### src/rtl/life_ctrl_if.sv
// ---------------------------------------------------------------------------
// life_ctrl_if
//
// Purpose: bundles the key inputs, the auto-run period and every status or
// pulse output of the Game-of-Life sequencing controller, so the controller
// and whoever drives it share one connection.
//
// Signals:
//   key_run, key_step          debounced run/pause and single-step keys
//   key_flip/up/down/left/right debounced board-editing keys
//   period   [PERIOD_W]        idle cycles between auto-run generations
//   nxt_bit                    high while a generation is shifting
//   cnt      [LOG2X+LOG2Y]     cell index of the current shift cycle
//   gen_done                   one-cycle pulse after a generation completes
//   running                    auto-run mode flag
//   busy                       high while a generation is being computed
//   edit_*                     one-cycle, lockout-gated edit pulses
//   gen_count [16]             completed-generation counter
//
// Modports:
//   master  drives keys and period, observes the controller outputs
//   slave   the controller itself
// ---------------------------------------------------------------------------
interface life_ctrl_if #(
  parameter int LOG2X    = 3,
  parameter int LOG2Y    = 3,
  parameter int PERIOD_W = 16
);

  logic                     key_run;
  logic                     key_step;
  logic                     key_flip;
  logic                     key_up;
  logic                     key_down;
  logic                     key_left;
  logic                     key_right;
  logic [PERIOD_W-1:0]      period;

  logic                     nxt_bit;
  logic [LOG2X+LOG2Y-1:0]   cnt;
  logic                     gen_done;
  logic                     running;
  logic                     busy;
  logic                     edit_flip;
  logic                     edit_up;
  logic                     edit_down;
  logic                     edit_left;
  logic                     edit_right;
  logic [15:0]              gen_count;

  modport master (
    output key_run, key_step, key_flip, key_up, key_down, key_left, key_right,
    output period,
    input  nxt_bit, cnt, gen_done, running, busy,
    input  edit_flip, edit_up, edit_down, edit_left, edit_right,
    input  gen_count
  );

  modport slave (
    input  key_run, key_step, key_flip, key_up, key_down, key_left, key_right,
    input  period,
    output nxt_bit, cnt, gen_done, running, busy,
    output edit_flip, edit_up, edit_down, edit_left, edit_right,
    output gen_count
  );

endinterface

### src/rtl/life_ctrl.sv
// ---------------------------------------------------------------------------
// life_ctrl
//
// Purpose: sequencing controller for an X-by-Y Game-of-Life board. It turns
// debounced key levels into single-step or auto-run generations, sweeps a
// cell index across the whole board once per generation, counts completed
// generations and passes edit-key pulses through only while the board is
// not being recomputed.
//
// Ports:
//   clk     single clock, all state updates on the rising edge
//   reset   asynchronous, active-low reset
//   bus     life_ctrl_if.slave: keys and period in, status and pulses out
//
// Parameters:
//   X, Y       board width / height in cells
//   LOG2X/Y    log2 of X and Y (width of the cell index is their sum)
//   PERIOD_W   width of the auto-run period input
// ---------------------------------------------------------------------------
module life_ctrl #(
  parameter int X        = 8,
  parameter int Y        = 8,
  parameter int LOG2X    = 3,
  parameter int LOG2Y    = 3,
  parameter int PERIOD_W = 16
) (
  input logic        clk,
  input logic        reset,
  life_ctrl_if.slave bus
);

  localparam int            CW        = LOG2X + LOG2Y;
  localparam logic [CW-1:0] LAST_CELL = CW'(X * Y - 1);

  typedef enum logic [1:0] {
    S_IDLE    = 2'd0,
    S_COMPUTE = 2'd1,
    S_WAIT    = 2'd2
  } state_t;

  state_t              r_state;
  logic [CW-1:0]       r_cnt;
  logic [PERIOD_W-1:0] r_waitTimer;
  logic                r_running;
  logic                r_busy;
  logic                r_genDone;
  logic [15:0]         r_genCount;

  logic                r_prevRun;
  logic                r_prevStep;
  logic [4:0]          r_prevEdit;
  logic [4:0]          r_editPulse;

  logic                w_runEdge;
  logic                w_stepEdge;
  logic [4:0]          w_editKeys;
  logic [4:0]          w_editEdge;
  logic                w_runAfterEdge;
  logic                w_lastCell;
  logic [PERIOD_W-1:0] w_waitLoad;

  // Edit keys packed flip, up, down, left, right (MSB to LSB).
  assign w_editKeys = {bus.key_flip, bus.key_up, bus.key_down,
                       bus.key_left, bus.key_right};

  // Rising-edge detection against the previous sampled key levels.
  assign w_runEdge  = bus.key_run  & ~r_prevRun;
  assign w_stepEdge = bus.key_step & ~r_prevStep;
  assign w_editEdge = w_editKeys   & ~r_prevEdit;

  // Run flag as it will be after this cycle; a run edge on the final shift
  // cycle must already steer the exit decision.
  assign w_runAfterEdge = r_running ^ w_runEdge;
  assign w_lastCell     = (r_cnt == LAST_CELL);

  // A zero period still yields a one-cycle wait.
  assign w_waitLoad = (bus.period == '0) ? PERIOD_W'(1) : bus.period;

  // Key history and edit pulses. The history resets to 1 so that a key held
  // down across reset release does not look like a fresh press. Edit edges
  // arriving while a generation is computing are dropped outright.
  always_ff @(posedge clk or negedge reset) begin
    if (!reset) begin
      r_prevRun   <= 1'b1;
      r_prevStep  <= 1'b1;
      r_prevEdit  <= '1;
      r_editPulse <= '0;
    end else begin
      r_prevRun   <= bus.key_run;
      r_prevStep  <= bus.key_step;
      r_prevEdit  <= w_editKeys;
      r_editPulse <= w_editEdge & {5{r_state != S_COMPUTE}};
    end
  end

  // Main sequencer. IDLE waits for a run or step press, COMPUTE sweeps the
  // cell index over the whole board with no early exit, WAIT spaces auto-run
  // generations. The first WAIT cycle is the one carrying gen_done; the timer
  // loaded on entry (period sampled once, later changes ignored) then counts
  // max(period,1) further idle cycles before the next sweep. A run press in
  // WAIT pauses straight back to IDLE.
  always_ff @(posedge clk or negedge reset) begin
    if (!reset) begin
      r_state     <= S_IDLE;
      r_cnt       <= '0;
      r_waitTimer <= '0;
      r_running   <= 1'b0;
      r_busy      <= 1'b0;
      r_genDone   <= 1'b0;
      r_genCount  <= '0;
    end else begin
      r_genDone <= 1'b0;
      case (r_state)
        S_IDLE: begin
          // Run wins over a simultaneous step; the step is simply lost.
          if (w_runEdge) begin
            r_running <= 1'b1;
            r_state   <= S_COMPUTE;
            r_busy    <= 1'b1;
            r_cnt     <= '0;
          end else if (w_stepEdge && !r_running) begin
            r_state <= S_COMPUTE;
            r_busy  <= 1'b1;
            r_cnt   <= '0;
          end
        end

        S_COMPUTE: begin
          if (w_runEdge) begin
            r_running <= ~r_running;
          end
          if (w_lastCell) begin
            r_genDone  <= 1'b1;
            r_genCount <= r_genCount + 16'd1;
            r_cnt      <= '0;
            r_busy     <= 1'b0;
            if (w_runAfterEdge) begin
              r_state     <= S_WAIT;
              r_waitTimer <= w_waitLoad;
            end else begin
              r_state <= S_IDLE;
            end
          end else begin
            r_cnt <= r_cnt + CW'(1);
          end
        end

        S_WAIT: begin
          if (w_runEdge) begin
            r_running   <= 1'b0;
            r_state     <= S_IDLE;
            r_waitTimer <= '0;
          end else if (r_waitTimer == '0) begin
            r_state <= S_COMPUTE;
            r_busy  <= 1'b1;
            r_cnt   <= '0;
          end else begin
            r_waitTimer <= r_waitTimer - PERIOD_W'(1);
          end
        end

        default: begin
          r_state     <= S_IDLE;
          r_cnt       <= '0;
          r_waitTimer <= '0;
          r_running   <= 1'b0;
          r_busy      <= 1'b0;
        end
      endcase
    end
  end

  assign bus.nxt_bit    = r_busy;
  assign bus.busy       = r_busy;
  assign bus.cnt        = r_cnt;
  assign bus.gen_done   = r_genDone;
  assign bus.running    = r_running;
  assign bus.gen_count  = r_genCount;
  assign bus.edit_flip  = r_editPulse[4];
  assign bus.edit_up    = r_editPulse[3];
  assign bus.edit_down  = r_editPulse[2];
  assign bus.edit_left  = r_editPulse[1];
  assign bus.edit_right = r_editPulse[0];

endmodule
### src/flat_wrapper.sv
// flat-port wrapper written by rule: the top's interface ports become plain ports
module life_ctrl_flat 
#(
  parameter int X        = 8,
  parameter int Y        = 8,
  parameter int LOG2X    = 3,
  parameter int LOG2Y    = 3,
  parameter int PERIOD_W = 16
)
  (clk, reset, bus_key_run, bus_key_step, bus_key_flip, bus_key_up, bus_key_down, bus_key_left, bus_key_right, bus_period, bus_nxt_bit, bus_cnt, bus_gen_done, bus_running, bus_busy, bus_edit_flip, bus_edit_up, bus_edit_down, bus_edit_left, bus_edit_right, bus_gen_count);
  life_ctrl_if #(.LOG2X(LOG2X), .LOG2Y(LOG2Y), .PERIOD_W(PERIOD_W)) bus_i ();
  input logic clk;
  input logic reset;
  input wire logic [$bits(bus_i.key_run)-1:0] bus_key_run;
  input wire logic [$bits(bus_i.key_step)-1:0] bus_key_step;
  input wire logic [$bits(bus_i.key_flip)-1:0] bus_key_flip;
  input wire logic [$bits(bus_i.key_up)-1:0] bus_key_up;
  input wire logic [$bits(bus_i.key_down)-1:0] bus_key_down;
  input wire logic [$bits(bus_i.key_left)-1:0] bus_key_left;
  input wire logic [$bits(bus_i.key_right)-1:0] bus_key_right;
  input wire logic [$bits(bus_i.period)-1:0] bus_period;
  output wire logic [$bits(bus_i.nxt_bit)-1:0] bus_nxt_bit;
  output wire logic [$bits(bus_i.cnt)-1:0] bus_cnt;
  output wire logic [$bits(bus_i.gen_done)-1:0] bus_gen_done;
  output wire logic [$bits(bus_i.running)-1:0] bus_running;
  output wire logic [$bits(bus_i.busy)-1:0] bus_busy;
  output wire logic [$bits(bus_i.edit_flip)-1:0] bus_edit_flip;
  output wire logic [$bits(bus_i.edit_up)-1:0] bus_edit_up;
  output wire logic [$bits(bus_i.edit_down)-1:0] bus_edit_down;
  output wire logic [$bits(bus_i.edit_left)-1:0] bus_edit_left;
  output wire logic [$bits(bus_i.edit_right)-1:0] bus_edit_right;
  output wire logic [$bits(bus_i.gen_count)-1:0] bus_gen_count;
  assign bus_i.key_run = bus_key_run;
  assign bus_i.key_step = bus_key_step;
  assign bus_i.key_flip = bus_key_flip;
  assign bus_i.key_up = bus_key_up;
  assign bus_i.key_down = bus_key_down;
  assign bus_i.key_left = bus_key_left;
  assign bus_i.key_right = bus_key_right;
  assign bus_i.period = bus_period;
  assign bus_nxt_bit = bus_i.nxt_bit;
  assign bus_cnt = bus_i.cnt;
  assign bus_gen_done = bus_i.gen_done;
  assign bus_running = bus_i.running;
  assign bus_busy = bus_i.busy;
  assign bus_edit_flip = bus_i.edit_flip;
  assign bus_edit_up = bus_i.edit_up;
  assign bus_edit_down = bus_i.edit_down;
  assign bus_edit_left = bus_i.edit_left;
  assign bus_edit_right = bus_i.edit_right;
  assign bus_gen_count = bus_i.gen_count;
  life_ctrl #(.X(X), .Y(Y), .LOG2X(LOG2X), .LOG2Y(LOG2Y), .PERIOD_W(PERIOD_W)) u_core (.clk(clk), .reset(reset), .bus(bus_i));
endmodule
### config.mk
export PLATFORM = sky130hd
export DESIGN_NAME = life_ctrl_flat
export DESIGN_NICKNAME = d
export VERILOG_FILES = /design/src/rtl/life_ctrl_if.sv /design/src/rtl/life_ctrl.sv /design/src/flat_wrapper.sv
export SDC_FILE = /design/constraint.sdc
export NUM_CORES = 1
export LEC_CHECK = 0
export ABC_AREA = 1
export ABC_CLOCK_PERIOD_IN_PS = 2100
export BUFFER_PORTS_ARGS = -buffer_cell sky130_fd_sc_hd__buf_2
export CORE_UTILIZATION = 54
export DETAILED_ROUTE_END_ITERATION = 12
export GPL_TIMING_DRIVEN = 0
export PLACE_DENSITY = 0.83
export SETUP_SLACK_MARGIN = 0.3
export SLEW_MARGIN = 20
export SYNTH_ARGS = -nofsm -noshare
export SYNTH_HDL_FRONTEND = slang
export SYNTH_SLANG_ARGS = --single-unit
### constraint.sdc
create_clock -name clk -period 2.1 [get_ports clk]
set_input_delay 0.105 -clock clk [delete_from_list [all_inputs] [get_ports clk]]
set_output_delay 0.105 -clock clk [all_outputs]
set_load 0.01 [all_outputs]
==> impl_metrics.toml, run 1 <==
[setup_path]
crit_path_end_kind = "flip-flop"
setup.worst_path.start_class = "flip-flop"
worstPathMaxFanout = 10
path_class = "reg2reg"
worst_ep_required_time_ns = 2.31
arrival_ns = 1.92

[route]
drt-vias-per-instance = 5.20
drc = 0
firstDrtPassIters = 5
wl_per_cell_um = 12.3
drt_wl_total_um = 7120
vias = 3016
ant_nets = 0
drtIter0Drc = 130

[sta]
worst_pin_slew_ns = 0.676
clock.fmax_ghz = 0.586
slew_headroom_pct = 54.9
setup_tns_ns = 0
hold_viol = 0
rsz0062_at_grt = "true"
final-setup-viol-count = 0
fin_skew_ns = 0.00710
drv_slew = 0
layout_min_cycle_time_ns = 1.71
period_share_pct = 81.3

[flow_run]
max_cap_viol_count = 0

[clock_tree]
clock_path_buffers = 2
root_buffer = "clkbuf_8"
cts_htree_levels = 2
cts_made_buffers = 5
clk_latency_ns = 0.31
cts_sinks = 55
clkSlewWorstSetupHoldPaths_ns = 0.10
cts_tree = "built"

[die]
core_um2 = 5610
rows = 27
die_w_um = 78.8
dieArea_um2 = 6210
start_util_pct = 56.8
die_h_um = 78.8
boundaryPins = 56

[placed_design]
gp_congestion = 0.912
io_buffer_count = 55
hpwlAfterDp_um = 4850

[grt]
grt_first_pass_wirelength_um = 11900
grtUsageMet2_pct = 42.2
grt_pass1_vias = 2802
antenna_found_initial = 0
overflow = 0
use_met1_pct = 30.0
use_met3_pct = 3.91
grt_use_total_pct = 23.8
grt_max_degree = 56
top_usage_layer = "met2"

[logic_synthesis]
synth_most_common_cell = "nand2_1"
post-synth-top-area-cell = "dfrtp_1"
synth_edf_count = 0
synth_flop_cell = "dfrtp_1"
yosysSeqAreaShare_pct = 43.5
netlist_instances = 431
ys_ff_latch = 55
synth.net_count = 463
async_reset_ff_share_pct = 100
synth.top_cell.area_share_pct = 37.7
synth_area_um2 = 3180
synth_area_leaders = "dfrtp_1 (38%), nand2_1 (19%), nor2_1 (6.6%)"
synth.distinct_cells = 30
synthTopCellsByCount = "nand2_1 (161), nor2_1 (56), dfrtp_1 (48)"
syn_avg_cell_area_um2 = 7.39
yosysWarnings = 0

[final_layout]
regArea_um2 = 1390
nets = 539
n_antenna_cell = 0
syn_to_final_growth_pct = 20.4
fillCellCount = 503
fin_util_pct = 68.4
drive_above_1_share_pct = 22.4
multiInputGateArea_um2 = 1670

[pwr]
total_leakage_power_nw = 2.06
peakVddDrop_v = 0.00133
p_per_area_nw_per_um2 = 1300
finalPower_mw = 4.97

[outcome]
status = "finished clean"

[hold_path]
min_path_type = "in2reg"
[repair_timing]
action	in CTS	in global routing
setup buffers	2	4
hold buffers	8	0
resized for setup	4	14
pin swaps	1	1
endpoints found under the setup margin	14	31
endpoints found under the hold margin	55	0
[layout by cell type, fill, tap and decap left out, types with 9 or more instances in the layout]
cell	netlist	routed
o21ai_0	19	19
nor2_1	56	55
nand2_1	161	158
inv_1	34	34
buf_4	2	9
nand3_1	27	27
xor2_1	12	12
nand2_2	13	14
buf_2	3	55
dfrtp_1	48	48
[cells by family after synthesis]
kind of cell	synth area share (%)
flops	43.5
xor+xnor	4.68
buf+inv	5.81
compound gates	5.66
fa+ha+maj	2.75
simple gates	37.6
[layout make-up]
cell class | count | area share, %
Multi-Input combinational cell | 334 | 43.5
Sequential cell | 55 | 36.1
Timing Repair Buffer | 69 | 10.5
Inverter | 35 | 3.52
Tap cell | 72 | 2.35
Clock buffer | 5 | 1.80
Buffer | 7 | 1.63
Clock inverter | 3 | 0.587
[worst paths after layout]
path                                                      from                                end  slack, ns  depth (start not counted)
worst max-delay path             u_core.r_state[0]$_DFFE_PN0P_      u_core.bus.cnt[5]$_DFFE_PN0P_       0.39                          9
worst min-delay path                             bus_period[6]  u_core.r_waitTimer[6]$_DFFE_PN0P_       0.10                          5
worst max register to register   u_core.r_state[0]$_DFFE_PN0P_      u_core.bus.cnt[5]$_DFFE_PN0P_       0.39                          9
worst min register to register  u_core.r_prevEdit[3]$_DFF_PN1_    u_core.r_editPulse[3]$_DFF_PN0_       0.49                          1
max in group asynchronous                                reset  u_core.r_waitTimer[9]$_DFFE_PN0P_       1.28                          2
min in group asynchronous                                reset    u_core.r_editPulse[3]$_DFF_PN0_       0.36                          2
[where the power goes]
group | total, mW | internal [mW] | switching, mW
clock network | 0.610 | 0.240 | 0.370
registers | 1.46 | 1.26 | 0.201
logic | 2.90 | 1.03 | 1.87
[routing by layer]
| layer | vias to the layer above | part of all wire, % | wire length (um) |
|---|---|---|---|
| li1 | 1502 | - | - |
| met4 | 0 | 1.2 | 83 |
| met5 | - | 0 | 0 |
| met1 | 1407 | 45 | 3180 |
| met2 | 96 | 50 | 3530 |
| met3 | 11 | 4.7 | 333 |
[state kept, by name, indices dropped and copies added (netlist names), 2 cells and up]
signal and cells:
u_core.bus.cnt 6, u_core.bus.gen_count 16, u_core.r_editPulse 5, u_core.r_prevEdit 5, u_core.r_state 2, u_core.r_waitTimer 16
[per-stage QoR]
stage          area (um2)  hold slack, ns  setup slack [ns]  instances
6_report             3830           0.105             0.392        580
5_1_grt              3830           0.128             0.261        580
4_1_cts              3750           0.104             0.338        576
3_5_place_dp         3550           0.191             0.145        558
3_3_place_gp         3550           0.221             0.171        558
2_1_floorplan        3180          -0.191             0.470        431
[worst max-delay path, stage by stage (launching register included)]
cell	delay, ns
dfrtp_1	0.43
inv_1	0.11
ha_1	0.30
nand2_1	0.08
a21oi_1	0.19
a21oi_1	0.09
nand2_2	0.18
inv_1	0.11
nand2_1	0.08
nand2_1	0.04
No activity file was read; power rests on OpenSTA's default activity.
==> inputs of run 2 (changes only) <==
ABC_AREA = 0   (was 1)
ABC_CLOCK_PERIOD_IN_PS = 1750   (was 2100)
PLACE_DENSITY = 0.84   (was 0.83)
clock period = 1.75 ns   (was 2.1 ns; I/O delays follow)
==> run 2 against run 1 <==
The flow now finishes with violations (negative setup slack); first-iteration DRC count increased by 72%; worst setup slack got worse by 0.57 ns; area after synthesis shrank 10%; critical path type unchanged; critical endpoint is now u_core.bus.cnt[3]$_DFFE_PN0P_.
==> impl_metrics.toml, run 2 <==
[die]
die_w_um = 74.7
rows = 26
boundaryPins = 56
dieArea_um2 = 5570
core_um2 = 5110
start_util_pct = 55.8
die_h_um = 74.7

[logic_synthesis]
synth.distinct_cells = 55
synth_top_family_by_area = "simple AND/OR/NAND/NOR gates"
netlist_instances = 276
yosysSeqAreaShare_pct = 48.6
synth_most_common_cell = "dfrtp_1"
synth_area_um2 = 2850
synth_adder_area_share_pct = 3.07
synth_edf_count = 0
yosysWarnings = 0
post-synth-top-area-cell = "dfrtp_1"
synthTopCellsByCount = "dfrtp_1 (48), nand2_1 (25), xnor2_1 (15)"
synth_flop_cell = "dfrtp_1"
synth-simple-area-share_pct = 21.6
synth_compound_area_share_pct = 15.6
syn_avg_cell_area_um2 = 10.3
synth.net_count = 308
synth.top_cell.area_share_pct = 42.1
async_reset_ff_share_pct = 100
ys_ff_latch = 55
synth_xor_area_share_pct = 7.68
synth_area_leaders = "dfrtp_1 (42%), dfstp_2 (6.5%), xnor2_1 (4.6%)"
muxShareOfSynthArea_pct = 0.746

[placed_design]
io_buffer_count = 55
gp_congestion = 0.889
hpwlAfterDp_um = 4560
pre_cts_slack_ns = -0.580

[hold_path]
hold-path-cell-count = 3
min_from = "bus_period[1]"
min_path_type = "in2reg"
hold_end = "u_core.r_waitTimer[1]$_DFFE_PN0P_"

[grt]
grt_use_total_pct = 29.4
overflow = 0
grt_pass1_vias = 2515
grt_max_degree = 56
antenna_found_initial = 0
grt_first_pass_wirelength_um = 12100

[clock_tree]
cts_sinks = 55
cts_tree = "built"
cts_htree_levels = 2
clk_latency_ns = 0.32
clock_path_buffers = 2
clkSlewWorstSetupHoldPaths_ns = 0.11
root_buffer = "clkbuf_8"
cts_made_buffers = 5

[route]
drt-vias-per-instance = 6.20
wl_per_cell_um = 19.5
firstDrtPassIters = 5
ant_nets = 0
drc = 0
drtIter0Drc = 224
vias = 2823
drt_wl_total_um = 8860

[sta]
rsz0062_at_grt = "true"
fin_skew_ns = 0.0116
worst_pin_slew_ns = 0.674
slew_headroom_pct = 55.1
clock.fmax_ghz = 0.520
layout_min_cycle_time_ns = 1.92
final-setup-viol-count = 19
period_share_pct = 110
fin_ws_ns = -0.174
hold_slack_ns = 0.0760
drv_slew = 0
hold_viol = 0

[pwr]
switching_share_pct = 43.9
p_clk_share_pct = 11.1
p_per_area_nw_per_um2 = 1690
finalPower_mw = 7.06
seq_power_share_pct = 25.4
combinationalPowerShare_pct = 63.5
p_sw_mw = 3.10
total_leakage_power_nw = 1.94
peakVddDrop_v = 0.00119
p_int_mw = 3.96

[setup_path]
crit_path_end_kind = "flip-flop"
r2r-start = "u_core.bus.running$_DFFE_PN0P_"
critPathTopFamily = "simple AND/OR/NAND/NOR gates"
crit_chain = "or3b_2 > a31oi_2 > a31oi_4 > buf_6 > or2_4 > o31ai_4"
arrival_ns = 2.16
reg2reg_to = "u_core.bus.cnt[3]$_DFFE_PN0P_"
rrSetupSlack_ns = -0.17
path_class = "reg2reg"
worstRegToRegCells = 6
path_buf_inv = 1
worstPathMaxFanout = 6
worst_ep_required_time_ns = 1.99
setup.worst_path.start_class = "flip-flop"
cp_slowest_cell = "or3b_2"
slowest_delay_ns = 0.51

[final_layout]
fillCellCount = 284
drive_above_1_share_pct = 46.5
final_common_cell = "buf_2"
nets = 416
final_cell_mix = "buf_2 (54), dfrtp_1 (45), buf_4 (29), nand2_1 (18), xnor2_1 (13)"
n_antenna_cell = 0
syn_to_final_growth_pct = 46.3

[outcome]
status = "finished, violations left"
violations = "negative setup slack"

[flow_run]
max_cap_viol_count = 0
==> run 2: kinds of logic after synthesis <==
group / after synthesis
and+or+nand+nor: 110
AOI/OAI and AO/OA: 60
DFF: 55
xor gates and xnor gates: 25
buffers and inverters: 17
adders and majority gates: 7
muxes: 2
==> run 2: repair_timing <==
action / in CTS / in global routing
hold buffers: 8 / 0
pin swaps: 15 / 21
endpoints found under the setup margin: 43 / 48
gates resized for setup: 54 / 52
endpoints found under the hold margin: 55 / 0
setup buffers: 22 / 14
cloned: 2 / 0
==> run 2: cell type report <==
class / count / area (um2) / share of cell area (%)
multi-input combinational: 204 / 1740 / 41.8
sequential: 55 / 1390 / 33.3
timing repair buffer: 101 / 706 / 16.9
buffer: 10 / 111 / 2.67
tap: 70 / 87.6 / 2.10
clock buffer: 6 / 82.6 / 1.98
inverter: 7 / 31.3 / 0.750
clock inverter: 2 / 20.0 / 0.480
==> run 2: metal layers <==
metal,vias up,track usage [%],wire length [um]
met1,1357,36.2,3420
met2,168,49.4,4350
li1,1248,-,-
met3,50,5.76,587
met4,0,14.9,502
met5,-,0,0
==> run 2: worst register-to-register path, stage by stage, from the launching register on <==
cell     delay (ns)
dfrtp_2        0.41
or3b_2         0.51
a31oi_2        0.25
a31oi_4        0.06
buf_6          0.14
or2_4          0.25
o31ai_4        0.21
==> run 2: per-stage QoR <==
stage	cell area (um2)	utilization (%)	setup TNS (ns)	instances
floorplan	2880	-	-1.20	276
global placement	3240	63.4	-10.44	401
detailed placement	3240	63.4	-12.48	401
CTS	3850	75.4	-0.978	441
global route	4170	81.7	-3.20	455
finish	4170	81.7	-1.53	455
==> run 2: power by group through the flow <==
stage / Combinational [mW] / Clock, mW / Sequential [mW]
after global routing: 4.75 / 0.852 / 1.81
final: 4.48 / 0.787 / 1.79
after global placement: 2.55 / 0 / 1.77
after floorplan: 1.94 / 0 / 1.76
after CTS: 3.64 / 0.797 / 1.74
after detailed placement: 2.60 / 0 / 1.78
==> run 2: worst max-delay path by stage <==
stage,startpoint,endpoint,cells past startpoint
after floorplan,u_core.r_waitTimer[3]$_DFFE_PN0P_,u_core.bus.cnt[3]$_DFFE_PN0P_,6
after global placement,u_core.r_state[1]$_DFFE_PN0P_,u_core.bus.gen_count[15]$_DFFE_PN0P_,7
after detailed placement,u_core.r_state[1]$_DFFE_PN0P_,u_core.bus.gen_count[9]$_DFFE_PN0P_,7
after CTS,u_core.r_waitTimer[1]$_DFFE_PN0P_,u_core.bus.cnt[3]$_DFFE_PN0P_,8
after global routing,u_core.bus.running$_DFFE_PN0P_,u_core.bus.cnt[3]$_DFFE_PN0P_,6
final,u_core.bus.running$_DFFE_PN0P_,u_core.bus.cnt[3]$_DFFE_PN0P_,6
==> inputs of run 3 (changes only) <==
RECOVER_POWER = 50   (was not set)
==> run 3 against run 2 <==
The flow still finishes with violations (negative setup slack); routed wire length is 0.34% higher; worst hold slack hardly changed; cell count stayed put; register-to-register slack hardly changed; largest cell class unchanged; largest power group unchanged; highest routed layer unchanged.
==> impl_metrics.toml, run 3 (synthesis results as in run 2) <==
[final_layout]
final_cell_area_um2 = 4160
syn_to_final_growth_pct = 45.9
fin_util_pct = 81.4
drive_above_1_share_pct = 44.4
n_antenna_cell = 0
final_common_cell = "buf_2"
nets = 416
layout.cells.non_filler = 455
final_cell_mix = "buf_2 (46), dfrtp_1 (45), buf_4 (28), nand2_1 (18), xnor2_1 (13)"
fillCellCount = 290

[route]
drtIter0Drc = 210
drt_wl_total_um = 8890
drc = 0
vias = 2848
firstDrtPassIters = 7
ant_nets = 0
wl_per_cell_um = 19.5
drt-vias-per-instance = 6.26

[clock_tree]
clock_path_buffers = 2
cts_tree = "built"
cts_made_buffers = 5
clkSlewWorstSetupHoldPaths_ns = 0.11
cts_sinks = 55
cts_htree_levels = 2
clk_latency_ns = 0.32
root_buffer = "clkbuf_8"

[setup_path]
slowest_delay_ns = 0.51
cp_slowest_cell = "or3b_2"
worstPathMaxFanout = 6
crit_chain = "or3b_2 > a31oi_2 > a31oi_4 > buf_6 > or2_4 > o31ai_4"
path_class = "reg2reg"
arrival_ns = 2.16
crit_path_end_kind = "flip-flop"
worst_ep_required_time_ns = 1.99
setup.worst_path.start_class = "flip-flop"

[pwr]
peakVddDrop_v = 0.00120
total_leakage_power_nw = 1.91
p_per_area_nw_per_um2 = 1700

[sta]
drv_slew = 0
worst_pin_slew_ns = 1.33
fin_skew_ns = 0.00829
clock.fmax_ghz = 0.521
period_share_pct = 110
layout_min_cycle_time_ns = 1.92
rsz0062_at_grt = "true"
slew_headroom_pct = 11.0
final-setup-viol-count = 20
hold_viol = 0
setup_tns_ns = -1.40
fin_ws_ns = -0.170

[grt]
antenna_found_initial = 0
grt_pass1_vias = 2515
overflow = 0
grt_first_pass_wirelength_um = 12100
grt_max_degree = 56
grt_use_total_pct = 29.4

[placed_design]
hpwlAfterDp_um = 4560
pre_cts_slack_ns = -0.580
io_buffer_count = 55
dp.cells = 401
post_dp_cell_area_um2 = 3240
gp_congestion = 0.889

[die]
dieArea_um2 = 5570
die_w_um = 74.7
rows = 26
core_um2 = 5110
die_h_um = 74.7
boundaryPins = 56
start_util_pct = 55.8

[flow_run]
max_cap_viol_count = 0

[outcome]
violations = "negative setup slack"
status = "finished, violations left"

[hold_path]
min_path_type = "in2reg"
==> run 3: final cells by class <==
cell class,count,area (um2),area share [%]
Buffer,10,111,2.68
Clock buffer,6,82.6,1.99
Clock inverter,2,20.0,0.481
Inverter,7,31.3,0.752
Multi-Input combinational cell,204,1740,41.9
Sequential cell,55,1390,33.4
Tap cell,70,87.6,2.11
Timing Repair Buffer,101,693,16.7
==> run 3: power breakdown <==
group          switching [mW]  leakage (nW)  internal, mW  total, mW
sequential              0.283         0.720          1.51       1.79
clock                   0.451        0.0533         0.334      0.785
combinational            2.36          1.14          2.11       4.48
total                    3.10          1.91          3.95       7.05
==> run 3: worst paths after layout <==
path	to	slack [ns]	startpoint	cells after the start
setup / recovery	u_core.bus.cnt[3]$_DFFE_PN0P_	-0.17	u_core.bus.running$_DFFE_PN0P_	6
hold / removal	u_core.r_waitTimer[1]$_DFFE_PN0P_	0.08	bus_period[1]	3
setup reg to reg	u_core.bus.cnt[3]$_DFFE_PN0P_	-0.17	u_core.bus.running$_DFFE_PN0P_	6
hold reg to reg	u_core.bus.gen_count[15]$_DFFE_PN0P_	0.48	u_core.bus.gen_count[15]$_DFFE_PN0P_	1
max in group asynchronous	u_core.r_waitTimer[5]$_DFFE_PN0P_	0.26	reset	2
min in group asynchronous	u_core.bus.gen_count[10]$_DFFE_PN0P_	0.59	reset	2
==> run 3: per-layer routing <==
metal / wire length (um) / global-route usage [%] / vias to the layer above
li1: - / - / 1245
met1: 3360 / 36.2 / 1365
met2: 4380 / 49.4 / 186
met3: 640 / 5.76 / 52
met4: 514 / 14.9 / 0
met5: 0 / 0 / -
==> run 3: worst max-delay path, delay by kind of cell (launching register included) <==
family / cells / cell delay, ns
AND/OR/NAND/NOR: 2 / 0.75
AO/OA/AOI/OAI: 3 / 0.52
flip-flops: 1 / 0.41
buffers and inverters: 1 / 0.14
==> run 3: what timing repair did <==
| action | CTS | global route |
|---|---|---|
| cloned | 2 | 0 |
| setup buffers | 22 | 14 |
| hold buffers | 8 | 0 |
| setup endpoints to repair | 43 | 48 |
| endpoints found under the hold margin | 55 | 0 |
| resized for setup | 54 | 52 |
| pin swaps | 15 | 21 |
==> run 3: per-stage QoR <==
| step | hold WS [ns] | power, mW |
|---|---|---|
| 2_1_floorplan | -0.208 | 3.70 |
| 3_3_place_gp | 0.202 | 4.31 |
| 3_5_place_dp | 0.175 | 4.37 |
| 4_1_cts | 0.0584 | 6.18 |
| 5_1_grt | 0.0702 | 7.41 |
| 6_report | 0.0763 | 7.05 |
